--- config.mk ---
export PLATFORM = sky130hd
export DESIGN_NAME = line_mem_responder
export DESIGN_NICKNAME = d
export VERILOG_FILES = /design/src/rtl/line_mem_responder.sv
export SDC_FILE = /design/constraint.sdc
export NUM_CORES = 2
export LEC_CHECK = 0
export CORE_ASPECT_RATIO = 0.6
export CORE_MARGIN = 10
export CORE_UTILIZATION = 63
export CTS_CLUSTER_SIZE = 12
export DETAILED_ROUTE_END_ITERATION = 6
export PLACE_DENSITY = 0.81
export SYNTH_ARGS = -nofsm -noshare
export SYNTH_HDL_FRONTEND = slang
export SYNTH_SLANG_ARGS = --single-unit
--- constraint.sdc ---
create_clock -name clk -period 5.4 [get_ports clk]
set_input_delay 1.62 -clock clk [delete_from_list [all_inputs] [get_ports clk]]
set_output_delay 1.62 -clock clk [all_outputs]
set_load 0.005 [all_outputs]
--- src/rtl/line_mem_responder.sv ---
// Memory-side line responder: a 16 x 128-bit backing store that serves one
// line read/write at a time after a fixed latency, plus a combinational debug word port.
module line_mem_responder #(
  parameter int unsigned LATENCY = 4,
  parameter int unsigned LINES   = 16
) (
  input  logic         clk,
  input  logic         rst,
  input  logic [7:0]   mem_req_addr,
  input  logic         mem_req_rw,
  input  logic         mem_req_valid,
  input  logic [127:0] mem_data_write,
  output logic [127:0] mem_data_read,
  output logic         mem_ready,
  input  logic [7:0]   mem_req_addr2,
  output logic [31:0]  data
);

  typedef enum logic [1:0] {
    IDLE,
    BUSY,
    RESP
  } state_t;

  localparam logic [7:0] CNT_INIT = 8'(LATENCY - 1);

  state_t       state_q, state_d;
  logic [7:0]   cnt_q, cnt_d;
  logic [3:0]   line_q, line_d;
  logic         rw_q, rw_d;
  logic [127:0] wdata_q, wdata_d;
  logic         ready_q, ready_d;
  logic [127:0] rdata_q, rdata_d;
  logic [127:0] mem_q [LINES];
  logic [127:0] mem_d [LINES];

  logic [127:0] dbg_line;

  always_comb begin
    state_d = state_q;
    cnt_d   = cnt_q;
    line_d  = line_q;
    rw_d    = rw_q;
    wdata_d = wdata_q;
    ready_d = 1'b0;
    rdata_d = rdata_q;
    mem_d   = mem_q;
    unique case (state_q)
      IDLE: begin
        if (mem_req_valid) begin
          line_d  = mem_req_addr[7:4];
          rw_d    = mem_req_rw;
          wdata_d = mem_data_write;
          cnt_d   = CNT_INIT;
          if (LATENCY == 1) begin
            state_d = RESP;
            ready_d = 1'b1;
            // nothing else is in flight, so the array is stable here
            if (!mem_req_rw)
              rdata_d = mem_q[mem_req_addr[7:4]];
          end else begin
            state_d = BUSY;
          end
        end
      end
      BUSY: begin
        cnt_d = cnt_q - 8'd1;
        if (cnt_q == 8'd1) begin
          state_d = RESP;
          ready_d = 1'b1;
          if (!rw_q)
            rdata_d = mem_q[line_q];
        end
      end
      RESP: begin
        state_d = IDLE;
        if (rw_q)
          mem_d[line_q] = wdata_q;
      end
      default: state_d = IDLE;
    endcase
  end

  always_ff @(posedge clk or negedge rst) begin
    if (!rst) begin
      state_q <= IDLE;
      cnt_q   <= 8'd0;
      line_q  <= 4'd0;
      rw_q    <= 1'b0;
      wdata_q <= 128'd0;
      ready_q <= 1'b0;
      rdata_q <= 128'd0;
      for (int i = 0; i < LINES; i++)
        mem_q[i] <= 128'd0;
    end else begin
      state_q <= state_d;
      cnt_q   <= cnt_d;
      line_q  <= line_d;
      rw_q    <= rw_d;
      wdata_q <= wdata_d;
      ready_q <= ready_d;
      rdata_q <= rdata_d;
      for (int i = 0; i < LINES; i++)
        mem_q[i] <= mem_d[i];
    end
  end

  assign dbg_line      = mem_q[mem_req_addr2[7:4]];
  assign data          = dbg_line[{mem_req_addr2[3:2], 5'd0} +: 32];
  assign mem_ready     = ready_q;
  assign mem_data_read = rdata_q;

endmodule
==> summary.md <==
| Metric | Value |
|---|---|
| Initial DRC count | `8790` |
| Sequential share of the synthesized area | `0.493` |
| Routed vias/inst | `7.27` |
| Effective utilization at floorplan | `0.636` |
| Synth-to-layout area growth | `15.5%` |
| Asr flop ratio synth | `1.00` |
| CTS buffer count | `225` |
| Max-slew violations | `0` |
| Max Cap Viol | `0` |
| DRC errors left | `0` |
| Most common cell in the netlist | `dfrtp_1` |
| DP Wirelength | `221 mm` |
| Net Count, Synth | `7526` |
| Clock Latency Late Sink | `890 ps` |
| Routed via count | `75580` |
| Layout cells sized above 1 | `0.438` |
| Initial antenna violation count | `5` |
| Post-Syn Area per Cell | `16.0 um2` |
| Pwr per Cell Area | `249 nW/um2` |
| Worst setup EP type | `output port` |
| Achievable Freq | `182 MHz` |
| Root Driver | `clkbuf_16` |
| Top-area cell type share of the netlist area | `0.493` |
| Req. time, crit path | `3780 ps` |
| Seq cells post-synth | `2320` |
| Overflow after GRT | `0` |
| Die height | `355 um` |
| Setup WS post-layout | `-98.2 ps` |
| Worst Hold Class | `reg2reg` |
| CP top delay family | `buffers and inverters` |
| Gate count after technology mapping | `7376` |
| Final setup viols | `6` |
| H-tree depth | `4` |
| Syn Std Cell Area | `118000 um2` |
| Row cnt | `122` |
| CP Launch Type | `primary input` |
| Synthesis Warnings | `0` |
| VDD IR max | `0.300 mV` |
| Clk sinks | `2320` |
| First-pass GRT wire length | `544 mm` |
| Final Critical Period | `5500 ps` |
| Wire per inst | `35.0 um` |
| Post-synth cell types | `53` |
| Worst path bufs/invs | `5` |
| Period utilization | `1.02` |
| Largest net degree at the start of global routing | `179` |
| Antenna Nets Post-Route | `0` |
| Measured slew at the worst slew-check pin | `1140 ps` |
| Fin. Hold Viols | `0` |
| IO Pins | `309` |
| Largest area contributor in the netlist | `dfrtp_1` |
| EDFF count, synth | `0` |
| Largest cells by area after synthesis | `dfrtp_1, mux4_2, mux2_1` |
| CTS clk-pin slew, worst paths | `60 ps` |
| Clk_skew | `49.3 ps` |
| CTS tree | `done` |
| Drt first pass iters | `5` |
| Setup slack, reg-to-reg | `1430 ps` |
| Most used flip-flop cell after synthesis | `dfrtp_1` |
| GRT Overall Usage | `0.353` |
| WP data arrival | `3880 ps` |
| Nets | `8004` |
| RePlAce Congestion | `0.874` |
| CP max stage cell | `nor4_4` |
| I/O Buffers | `302` |
| Max Root-Sink Buffers | `4` |
| Crit path cell chain | `buf_16, buf_4, buf_12, bufbuf_16, mux4_2, o22ai_2, o22ai_4, nor2_4, nor4_4, buf_2` |
| Status | `finished with violations` |
| Post-route total power | `33800 uW` |
| Filler Cell Count | `10877` |
| Unrepaired setup endpoints after global routing | `yes` |
| Leakage | `0.0651 uW` |
| Largest stage delay on the critical path | `480 ps` |
| Die ar. | `205000 um2` |
| Failing checks | `negative setup slack` |
| CP Class | `in2out` |
| Dpl ws | `-1000 ps` |
| Die span in x | `578 um` |
| Core Region | `185000 um2` |
| Critical-path maximum fanout | `6` |
| Routed WL | `364 mm` |
| Vias in the first global route | `80589` |
| Synth top cells by count | `dfrtp_1, mux4_2, mux2_1` |
| Relative slew slack | `0.240` |
## power breakdown
group	internal (uW)	leakage (uW)	switching, uW
sequential	17400	0.0324	0
clock	7750	0.00302	6660
combinational	837	0.0297	1200
total	26000	0.0651	7860
## logic make-up after synthesis
family	count (synthesis)	share of synthesized area
flip-flops	2320	0.493
multiplexers	3412	0.437
AO/OA/AOI/OAI	328	0.0197
adder cells (fa/ha/maj)	2	0.000212
buffers and inverters	726	0.0299
AND/OR/NAND/NOR	588	0.0209
## metrics by stage
step	TNS [ps]	cell area, um2	utilization	instances	hold slack, ps
after floorplan	0	118000	-	7376	448
after global placement	-21450	126000	0.681	9975	458
after detailed placement	-22110	126000	0.681	9975	489
after CTS	-270	135000	0.731	10377	502
after global routing	-251	136000	0.735	10398	516
final	-203	136000	0.735	10400	504
## area by class of cell
cell class / count / area [um2] / share of cell area
Tap cell: 2480 / 3100 / 0.0228
Antenna cell: 3 / 7.51 / 0.0000552
Multi-Input combinational cell: 4330 / 57900 / 0.425
Clock buffer: 280 / 6020 / 0.0442
Clock inverter: 10 / 156 / 0.00115
Sequential cell: 2320 / 58100 / 0.427
Timing Repair Buffer: 973 / 10800 / 0.0795
Inverter: 4 / 15.0 / 0.000110
## worst reg2reg max path: cells and delay by family (launching register included)
kind	cells	cell delay [ps]
flip-flops	1	880
AND/OR/NAND/NOR	2	910
buffers and inverters	3	1530
multiplexers	1	470
## state kept, by name, summed over array words and instances (netlist names)
signal,flops
wdata_q,128
rw_q,1
mem_q,2048
line_q,4
mem_data_read,128
cnt_q,8
state_q,2
mem_ready,1
## cell usage in the layout, fill, tap and decap left out, drive strengths merged, types with 5 or more instances in the layout
| cell | n |
|---|---|
| bufbuf | 5 |
| a22o | 30 |
| mux4 | 1126 |
| nand2 | 430 |
| nor2 | 59 |
| o21ai | 21 |
| mux2 | 2204 |
| a221oi | 41 |
| nor3 | 17 |
| buf | 684 |
| a211o | 6 |
| clkinv | 6 |
| nor4 | 9 |
| inv | 7 |
| nand3b | 7 |
| o221ai | 26 |
| clkdlybuf4s50 | 263 |
| clkdlybuf4s15 | 5 |
| and2 | 5 |
| a22oi | 44 |
| dfrtp | 2320 |
| mux2i | 82 |
| a31oi | 5 |
| nand2b | 11 |
| clkbuf | 294 |
| a21oi | 51 |
| or2 | 5 |
| nor2b | 20 |
| o22ai | 80 |
| nand3 | 15 |
| a211oi | 9 |
## per-layer routing
layer  share of wire  track usage  routed length [um]  vias up
met3            0.12        0.114               45400      979
met5               0            0                   0        -
met1            0.38        0.492              138000    40491
met2            0.45        0.514              162000     4689
met4           0.050        0.157               18100        0
li1                -            -                   -    29421
## worst paths after layout
kind	from	to	depth (start not counted)
worst max-delay path	mem_req_addr2[4]	data[25]	10
worst min-delay path	mem_q[152]	mem_q[152]	1
worst max register to register	line_q[1]	mem_q[1692]	6
worst min register to register	mem_q[152]	mem_q[152]	1
max in group asynchronous	rst	mem_q[558]	3
min in group asynchronous	rst	mem_q[816]	1
## timing repair
item	in CTS	in global routing
gates resized for setup	409	111
hold buffers	0	0
pin swaps	66	48
endpoints found under the setup margin	32	30
cloned	21	6
buffers inserted	100	24
Note: power is estimated with default switching activity, not from simulation.
